--- config.mk ---
export PLATFORM = sky130hd
export DESIGN_NAME = control_sequencer_flat
export DESIGN_NICKNAME = d
export VERILOG_FILES = /design/src/rtl/control_sequencer_pkg.sv /design/src/rtl/control_sequencer_if.sv /design/src/rtl/control_sequencer_ring_counter6.sv /design/src/rtl/control_sequencer.sv /design/src/flat_wrapper.sv
export SDC_FILE = /design/constraint.sdc
export NUM_CORES = 1
export LEC_CHECK = 0
export BUFFER_PORTS_ARGS = -buffer_cell sky130_fd_sc_hd__buf_2
export CORE_AREA = 5 5 45 47
export CTS_CLUSTER_DIAMETER = 30
export DETAILED_ROUTE_END_ITERATION = 10
export DIE_AREA = 0 0 50 52
export HOLD_SLACK_MARGIN = 0.08
export PLACE_DENSITY = 0.68
export SLEW_MARGIN = 20
export SYNTH_ARGS = -nofsm -noshare
export SYNTH_HDL_FRONTEND = slang
export SYNTH_SLANG_ARGS = --single-unit
--- constraint.sdc ---
create_clock -name clk -period 4.7 [get_ports clk]
set_clock_uncertainty 0.05 [all_clocks]
set_input_delay 0.94 -clock clk [delete_from_list [all_inputs] [get_ports clk]]
set_output_delay 0.94 -clock clk [all_outputs]
set_load 0.1 [all_outputs]
--- src/rtl/control_sequencer_pkg.sv ---
// Shared constants for the 8-bit computer fetch/execute sequencer:
// opcodes, one-hot T-states and control-word bit positions.
package control_sequencer_pkg;

    localparam int OP_W     = 4;
    localparam int T_STATES = 6;
    localparam int CW_W     = 12;

    localparam logic [OP_W-1:0] OP_LDA = 4'b0000;
    localparam logic [OP_W-1:0] OP_ADD = 4'b0001;
    localparam logic [OP_W-1:0] OP_SUB = 4'b0010;
    localparam logic [OP_W-1:0] OP_OUT = 4'b1110;
    localparam logic [OP_W-1:0] OP_HLT = 4'b1111;

    localparam logic [T_STATES-1:0] T1_OH = 6'b000001;
    localparam logic [T_STATES-1:0] T2_OH = 6'b000010;
    localparam logic [T_STATES-1:0] T3_OH = 6'b000100;
    localparam logic [T_STATES-1:0] T4_OH = 6'b001000;
    localparam logic [T_STATES-1:0] T5_OH = 6'b010000;
    localparam logic [T_STATES-1:0] T6_OH = 6'b100000;

    // Control word order, MSB first: cp ep lm ce li ei la ea su eu lb lo
    localparam int CW_CP = 11;
    localparam int CW_EP = 10;
    localparam int CW_LM = 9;
    localparam int CW_CE = 8;
    localparam int CW_LI = 7;
    localparam int CW_EI = 6;
    localparam int CW_LA = 5;
    localparam int CW_EA = 4;
    localparam int CW_SU = 3;
    localparam int CW_EU = 2;
    localparam int CW_LB = 1;
    localparam int CW_LO = 0;

    function automatic logic is_mem_op(input logic [OP_W-1:0] op);
        return (op == OP_LDA) || (op == OP_ADD) || (op == OP_SUB);
    endfunction

endpackage

--- src/rtl/control_sequencer_if.sv ---
// Sequencer bus: slow-clock tick, run request and opcode in; T-state,
// run status and the twelve control strobes out.
interface control_sequencer_if;
    import control_sequencer_pkg::*;

    logic                tick;
    logic                run;
    logic [OP_W-1:0]     opcode;
    logic [T_STATES-1:0] t_state;
    logic                running;
    logic cp, ep, lm, ce, li, ei, la, ea, su, eu, lb, lo;

    modport master (
        input  tick, run, opcode,
        output t_state, running,
        output cp, ep, lm, ce, li, ei, la, ea, su, eu, lb, lo
    );

    modport slave (
        output tick, run, opcode,
        input  t_state, running,
        input  cp, ep, lm, ce, li, ei, la, ea, su, eu, lb, lo
    );
endinterface

--- src/rtl/control_sequencer_ring_counter6.sv ---
// Six-position one-hot ring counter with advance enable and a
// synchronous return-to-T1 load; async active-high reset to T1.
module ring_counter6
    import control_sequencer_pkg::*;
(
    input  logic                clk,
    input  logic                reset,
    input  logic                en,
    input  logic                load_t1,
    output logic [T_STATES-1:0] state
);

    logic [T_STATES-1:0] state_r;

    // One-hot ring register; load_t1 has priority over advance
    always_ff @(posedge clk or posedge reset) begin
        if (reset) begin
            state_r <= T1_OH;
        end else if (load_t1) begin
            state_r <= T1_OH;
        end else if (en) begin
            state_r <= {state_r[T_STATES-2:0], state_r[T_STATES-1]};
        end else begin
            state_r <= state_r;
        end
    end

    assign state = state_r;

endmodule

--- src/rtl/control_sequencer.sv ---
// Fetch/execute sequencer: T-state ring, run/halt flop and the control
// word decoded from T-state and opcode, gated by running.
module control_sequencer
    import control_sequencer_pkg::*;
(
    input  logic                 clk,
    input  logic                 reset,
    control_sequencer_if.master  bus
);

    logic [T_STATES-1:0] t_state_s;
    logic                running_r;
    logic                halt_s;
    logic                advance_s;
    logic [CW_W-1:0]     cw_s;
    logic [CW_W-1:0]     cw_gated_s;

    assign advance_s = bus.tick & running_r;
    assign halt_s    = advance_s & (t_state_s == T4_OH) & (bus.opcode == OP_HLT);

    // Run/halt flop: halt beats a simultaneous run request
    always_ff @(posedge clk or posedge reset) begin
        if (reset) begin
            running_r <= 1'b0;
        end else if (halt_s) begin
            running_r <= 1'b0;
        end else if (bus.run) begin
            running_r <= 1'b1;
        end else begin
            running_r <= running_r;
        end
    end

    ring_counter6 u_ring (
        .clk     (clk),
        .reset   (reset),
        .en      (advance_s),
        .load_t1 (halt_s),
        .state   (t_state_s)
    );

    // Control word decode; opcode only matters from T4 onward
    always_comb begin
        cw_s = {CW_W{1'b0}};
        case (t_state_s)
            T1_OH: begin
                cw_s[CW_EP] = 1'b1;
                cw_s[CW_LM] = 1'b1;
            end
            T2_OH: begin
                cw_s[CW_CP] = 1'b1;
            end
            T3_OH: begin
                cw_s[CW_CE] = 1'b1;
                cw_s[CW_LI] = 1'b1;
            end
            T4_OH: begin
                if (is_mem_op(bus.opcode)) begin
                    cw_s[CW_EI] = 1'b1;
                    cw_s[CW_LM] = 1'b1;
                end else if (bus.opcode == OP_OUT) begin
                    cw_s[CW_EA] = 1'b1;
                    cw_s[CW_LO] = 1'b1;
                end else begin
                    cw_s = {CW_W{1'b0}};
                end
            end
            T5_OH: begin
                if (bus.opcode == OP_LDA) begin
                    cw_s[CW_CE] = 1'b1;
                    cw_s[CW_LA] = 1'b1;
                end else if ((bus.opcode == OP_ADD) || (bus.opcode == OP_SUB)) begin
                    cw_s[CW_CE] = 1'b1;
                    cw_s[CW_LB] = 1'b1;
                end else begin
                    cw_s = {CW_W{1'b0}};
                end
            end
            T6_OH: begin
                if ((bus.opcode == OP_ADD) || (bus.opcode == OP_SUB)) begin
                    cw_s[CW_EU] = 1'b1;
                    cw_s[CW_LA] = 1'b1;
                    cw_s[CW_SU] = (bus.opcode == OP_SUB);
                end else begin
                    cw_s = {CW_W{1'b0}};
                end
            end
            default: begin
                cw_s = {CW_W{1'b0}};
            end
        endcase
    end

    assign cw_gated_s = running_r ? cw_s : {CW_W{1'b0}};

    assign bus.t_state = t_state_s;
    assign bus.running = running_r;
    assign bus.cp = cw_gated_s[CW_CP];
    assign bus.ep = cw_gated_s[CW_EP];
    assign bus.lm = cw_gated_s[CW_LM];
    assign bus.ce = cw_gated_s[CW_CE];
    assign bus.li = cw_gated_s[CW_LI];
    assign bus.ei = cw_gated_s[CW_EI];
    assign bus.la = cw_gated_s[CW_LA];
    assign bus.ea = cw_gated_s[CW_EA];
    assign bus.su = cw_gated_s[CW_SU];
    assign bus.eu = cw_gated_s[CW_EU];
    assign bus.lb = cw_gated_s[CW_LB];
    assign bus.lo = cw_gated_s[CW_LO];

endmodule
--- src/flat_wrapper.sv ---
// flat-port wrapper written by rule: the top's interface ports become plain ports
module control_sequencer_flat import control_sequencer_pkg::*;
  (clk, reset, bus_tick, bus_run, bus_opcode, bus_t_state, bus_running, bus_cp, bus_ep, bus_lm, bus_ce, bus_li, bus_ei, bus_la, bus_ea, bus_su, bus_eu, bus_lb, bus_lo);
  control_sequencer_if bus_i ();
  input  logic clk;
  input  logic reset;
  input wire logic [$bits(bus_i.tick)-1:0] bus_tick;
  input wire logic [$bits(bus_i.run)-1:0] bus_run;
  input wire logic [$bits(bus_i.opcode)-1:0] bus_opcode;
  output wire logic [$bits(bus_i.t_state)-1:0] bus_t_state;
  output wire logic [$bits(bus_i.running)-1:0] bus_running;
  output wire logic [$bits(bus_i.cp)-1:0] bus_cp;
  output wire logic [$bits(bus_i.ep)-1:0] bus_ep;
  output wire logic [$bits(bus_i.lm)-1:0] bus_lm;
  output wire logic [$bits(bus_i.ce)-1:0] bus_ce;
  output wire logic [$bits(bus_i.li)-1:0] bus_li;
  output wire logic [$bits(bus_i.ei)-1:0] bus_ei;
  output wire logic [$bits(bus_i.la)-1:0] bus_la;
  output wire logic [$bits(bus_i.ea)-1:0] bus_ea;
  output wire logic [$bits(bus_i.su)-1:0] bus_su;
  output wire logic [$bits(bus_i.eu)-1:0] bus_eu;
  output wire logic [$bits(bus_i.lb)-1:0] bus_lb;
  output wire logic [$bits(bus_i.lo)-1:0] bus_lo;
  assign bus_i.tick = bus_tick;
  assign bus_i.run = bus_run;
  assign bus_i.opcode = bus_opcode;
  assign bus_t_state = bus_i.t_state;
  assign bus_running = bus_i.running;
  assign bus_cp = bus_i.cp;
  assign bus_ep = bus_i.ep;
  assign bus_lm = bus_i.lm;
  assign bus_ce = bus_i.ce;
  assign bus_li = bus_i.li;
  assign bus_ei = bus_i.ei;
  assign bus_la = bus_i.la;
  assign bus_ea = bus_i.ea;
  assign bus_su = bus_i.su;
  assign bus_eu = bus_i.eu;
  assign bus_lb = bus_i.lb;
  assign bus_lo = bus_i.lo;
  control_sequencer u_core (.clk(clk), .reset(reset), .bus(bus_i));
endmodule
# == After elaboration in Yosys (flattened, before gate mapping) ==
# Index checks and enable logic that the tools add are counted.
# totals
output_inout_bits,19
in_bits,8
reg_bits,7
wordCells,38
# classes
eq_ne,10
n_bitwise,3
n_mux,17
reduce_logical,6
# op_table
op,count
7-bit case mux with 3 select lines,1
12-bit 2-to-1 mux,1
6-bit 2-to-1 mux,2
"4-bit == test, second input constant",2
1-bit 2-to-1 mux,8
2-bit case mux with 2 select lines,2
"6-bit by 1-bit == test with 1-bit output, second input constant",1
"6-bit by 2-bit == test with 1-bit output, second input constant",1
"6-bit by 3-bit == test with 1-bit output, second input constant",1
"6-bit by 4-bit == test with 1-bit output, second input constant",1
"6-bit by 5-bit == test with 1-bit output, second input constant",1
"6-bit == test, second input constant",1
5-bit 2-to-1 mux,1
"4-bit by 1-bit == test with 1-bit output, second input constant",1
"4-bit by 2-bit == test with 1-bit output, second input constant",1
4-bit zero test,1
2-bit 2-to-1 mux,2
2-bit nonzero test,2
1-bit AND,3
1-bit logical OR,3

# == Longest topological paths before layout ==
# logic_depth
depth_word,6
mapped_depth,4
mapped_depth_nobuf,3

# == Modules after synthesis ==
# Synthesis repeated with hierarchy kept, for this count alone.
# hier_totals
cells_unflattened,62
area_unflattened_um2,520.5
# modules_own_cells
module,area_each_um2,cells_each,seq_area_each_um2,instances
control_sequencer,267.8,42,25.0,1
ring_counter6,252.7,20,151.4,1

# == Worst setup path before layout ==
# No wires, ideal clock.
# synth_path
path_kind,register -> output
start,"reg u_core.u_ring.state_r[4], in the netlist u_core.u_ring.state[4]"
end,out bus_cp
stages_incl_launch_ff,4
setup_slack_ns,-1.004
arrival_time_ns,4.714
n_path_buf,1
required_ns,3.710
path_cell_list,dfrtp_1 buf_2 or4b_4 nor4b_1
# synth_via
elab_chain_len,3
# synth_lines
item,line_no,text
"start, declared",control_sequencer_ring_counter6.sv:13,logic [T_STATES-1:0] state_r;
"start signal, assigned",control_sequencer_ring_counter6.sv:22,"state_r <= {state_r[T_STATES-2:0], state_r[T_STATES-1]};"
"start signal, assigned",control_sequencer_ring_counter6.sv:24,state_r <= state_r;
6-bit by 2-bit == test with 1-bit output,control_sequencer.sv:45,case (t_state_s)
1-bit 2-to-1 mux,n/a,
12-bit 2-to-1 mux,control_sequencer.sv:94,assign cw_gated_s = running_r ? cw_s : {CW_W{1'b0}};
"end, declared",flat_wrapper.sv:12,output wire logic [$bits(bus_i.cp)-1:0] bus_cp;
# No other way between the ends.

# == Final worst setup path ==
# layout_path
start,in bus_opcode[3]
end,out bus_su
# layout_via
elab_chain_len,5
word_cells_on_any_way,6
cone_classes,eq/ne: 2; mux: 3; reduce/logical: 1
# layout_lines
item,line_no,text
"start, declared",flat_wrapper.sv:9,input wire logic [$bits(bus_i.opcode)-1:0] bus_opcode;
4-bit by 1-bit == test with 1-bit output / 4-bit by 2-bit == test with 1-bit output (equally long branches),"control_sequencer_pkg.sv:37, control_sequencer.sv:80, control_sequencer.sv:83",
1-bit logical OR,control_sequencer.sv:80,if ((bus.opcode == OP_ADD) || (bus.opcode == OP_SUB)) begin
2-bit 2-to-1 mux *,control_sequencer.sv:80,
7-bit case mux with 3 select lines *,control_sequencer.sv:45,
12-bit 2-to-1 mux *,control_sequencer.sv:94,
"end, declared",flat_wrapper.sv:20,output wire logic [$bits(bus_i.su)-1:0] bus_su;
# Every way passes the cells marked *; elsewhere a longest branch is shown, timed or not.

==> impl_metrics.tcl <==
set metrics [dict create \
    via_per_inst 5.12 \
    drive_above_1_share_pct 53.8 \
    gp_congestion 0.739 \
    fin_util_pct 44.3 \
    antenna_found_initial 0 \
    grt_setup_unrepaired "false" \
    drv_slew 0 \
    setup.worst_path.class "input pin to output port" \
    worst_setup_path_start_kind "input pin" \
    fmax_ghz 0.309 \
    fin_cells 97 \
    drt-pass1-iter-count 2 \
    drc 0 \
    holdWs_ps 555 \
    ioPinCount 27 \
    die_h_um 52 \
    area_growth_pct 36.3 \
    max-cap-violations 0 \
    synthCells 53 \
    grt_pass1_wl_um 2050 \
    final_antenna_net_count 0 \
    dpl.hpwl_um 1030 \
    setup_viol 0 \
    arrival_ps 2250 \
    worstHoldPathCells 1 \
    fill_cells 166 \
    r2r_cells 3 \
    synth_warnings 0 \
    netlist.area_leader.share_pct 28.6 \
    clkLatencyLatePin_ps 240 \
    p_per_area_nw_per_um2 625 \
    slowest_delay_ps 440 \
    wl_um 1230 \
    numCtsBuffers 3 \
    hold_buffers 0 \
    worst_pin_slew_ps 488 \
    slew_headroom_pct 67.7 \
    grt_overflow 0 \
    post_cts_resized 0 \
    min_period_ps 3240 \
    dp.cells 93 \
    ys_top_cells_by_area "dfrtp_1 (29%), mux2_2 (8.6%), dfstp_2 (5.0%)" \
    crit_required_ps 3710 \
    grt_pass1_vias 464 \
    fp-row-count 15 \
    hold_viol_final 0 \
    cpMostUsedCell "buf_2" \
    power.total_uw 447 \
    yosysTopAreaCell "dfrtp_1" \
    regArea_sq_um 176 \
    cts_root_buf "clkbuf_4" \
    track_usage_pct 9.82 \
    synth-seq-area-share_pct 33.7 \
    clk_path_buf_depth 2 \
    diodes 0 \
    drtIter0Drc 5 \
    cts_num_sinks 7 \
    critPathMaxFanout 4 \
    vias 497 \
    worstSetupEndpointType "output port" \
    ys_types 32 \
    avgSynthCellArea_sq_um 9.89 \
    peakVddDrop_uv 319 \
    status "completed" \
    io_buffers 26 \
    syn_area_sq_um 524 \
    crit_family "simple AND/OR/NAND/NOR gates" \
    cts_max_level 1 \
    leakage_uw 0.000317 \
    regToRegEndpoint "u_core.u_ring.state[4]" \
    worstHoldEndpoint "u_core.bus.running" \
    wl_per_cell_um 12.6 \
    crit_slowest_cell "buf_2" \
    r2r_slack_ps 3040 \
    fp.dieW_um 50 \
    die-area_sq_um 2600 \
    grt_max_degree 12 \
    start_util_pct 32.5 \
    critPathBufInv 2 \
    coreArea_sq_um 1610 \
    multi_input_area_sq_um 353 \
    ys_ff_latch 7 \
    cts_tree "done" \
    syn-num-nets 61 \
    worstHoldStart "u_core.bus.running" \
    reg2reg_from "u_core.u_ring.state[1]" \
    clk_pin_slew_worst_paths_ps 50 \
    hp-class "flip-flop to flip-flop" \
    nNetsFinal 89 \
    crit_chain "buf_2 -> nor3b_1 -> nand4_1 -> nor3b_2 -> buf_2" \
    post-route-period-util_pct 68.9 \
    fin_setup_tns_ps 0 \
    post-cts-setup-buffers 0 \
]
-- power breakdown --
| group | switching [uW] | total, uW | leakage (uW) | internal [uW] |
|---|---|---|---|---|
| combinational | 208 | 266 | 0.000224 | 58.4 |
| sequential | 49.3 | 129 | 0.0000782 | 80.2 |
| clock | 18.6 | 50.8 | 0.0000150 | 32.2 |
-- registers in the layout, indices dropped and copies added, names as in the netlist --
name / cells
u_core.u_ring.state: 6
u_core.bus.running: 1
-- synthesized netlist by cell type, drive strengths merged --
cell    instances
dfrtp           6
nand2           5
mux2            4
nor3            4
nor4b           4
buf             3
nor2            3
inv             2
nand3b          2
nor3b           2
o31a            2
or4b            2
a31oi           1
and4            1
dfstp           1
nand2b          1
nand3           1
nand4           1
nand4b          1
nor2b           1
nor4            1
o21ai           1
o21bai          1
or2             1
or4             1
xnor2           1
-- cells by family (layout without fill, tap and decap cells) --
family                 Yosys count  after routing  share of synthesized area [%]
XOR/XNOR                         1              1                           1.67
AO/OA/AOI/OAI                    5              5                           6.92
flip-flops                       7              7                           33.7
buffers and inverters            5             32                           5.97
multiplexers                     4              4                           8.59
AND/OR/NAND/NOR                 31             31                           43.2
-- final cells by class --
| type | instances | share of cell area (%) |
|---|---|---|
| multi-input cells | 41 | 49.4 |
| flip-flops and latches | 7 | 24.7 |
| repair buffers | 26 | 18.2 |
| clock buffers | 4 | 3.68 |
| well taps | 17 | 2.98 |
| inverters | 2 | 1.05 |
-- stage by stage --
| stage | instance area [sq um] | setup WS [ps] |
|---|---|---|
| finish | 714 | 1460 |
| global route | 714 | 1330 |
| CTS | 714 | 1470 |
| detailed placement | 688 | 1470 |
| global placement | 688 | 1470 |
| floorplan | 561 | 72.0 |
-- placed cells by master (no fill, tap or decap), types with 2 or more instances in the layout --
| master | netlist | routed |
|---|---|---|
| nand2_1 | 5 | 5 |
| buf_2 | 1 | 26 |
| mux2_2 | 4 | 4 |
| inv_1 | 2 | 2 |
| nor4b_4 | 1 | 2 |
| o31a_1 | 2 | 2 |
| clkbuf_4 | 0 | 3 |
| nand3b_1 | 2 | 2 |
| nor2_1 | 3 | 3 |
| nor3_2 | 1 | 3 |
| dfrtp_1 | 6 | 6 |
| nor4b_2 | 1 | 2 |
-- per-layer routing --
metal	track usage, %	share of wire, %
met1	12.2	43
met2	15.9	50
met3	1.72	6.5
met4	5.24	0.98
met5	0	0
-- how the worst max path moves through the flow --
| stage | from | slack (ps) | cells past startpoint | to |
|---|---|---|---|---|
| after detailed placement | bus_opcode[1] | 1470 | 5 | bus_la |
| after global routing | bus_opcode[3] | 1330 | 5 | bus_su |
| after global placement | bus_opcode[3] | 1470 | 5 | bus_su |
| after floorplan | u_core.u_ring.state[3] | 70 | 4 | bus_ce |
| final | bus_opcode[3] | 1460 | 5 | bus_su |
| after CTS | bus_opcode[1] | 1470 | 5 | bus_la |
Note: power is estimated with default switching activity, not from simulation.
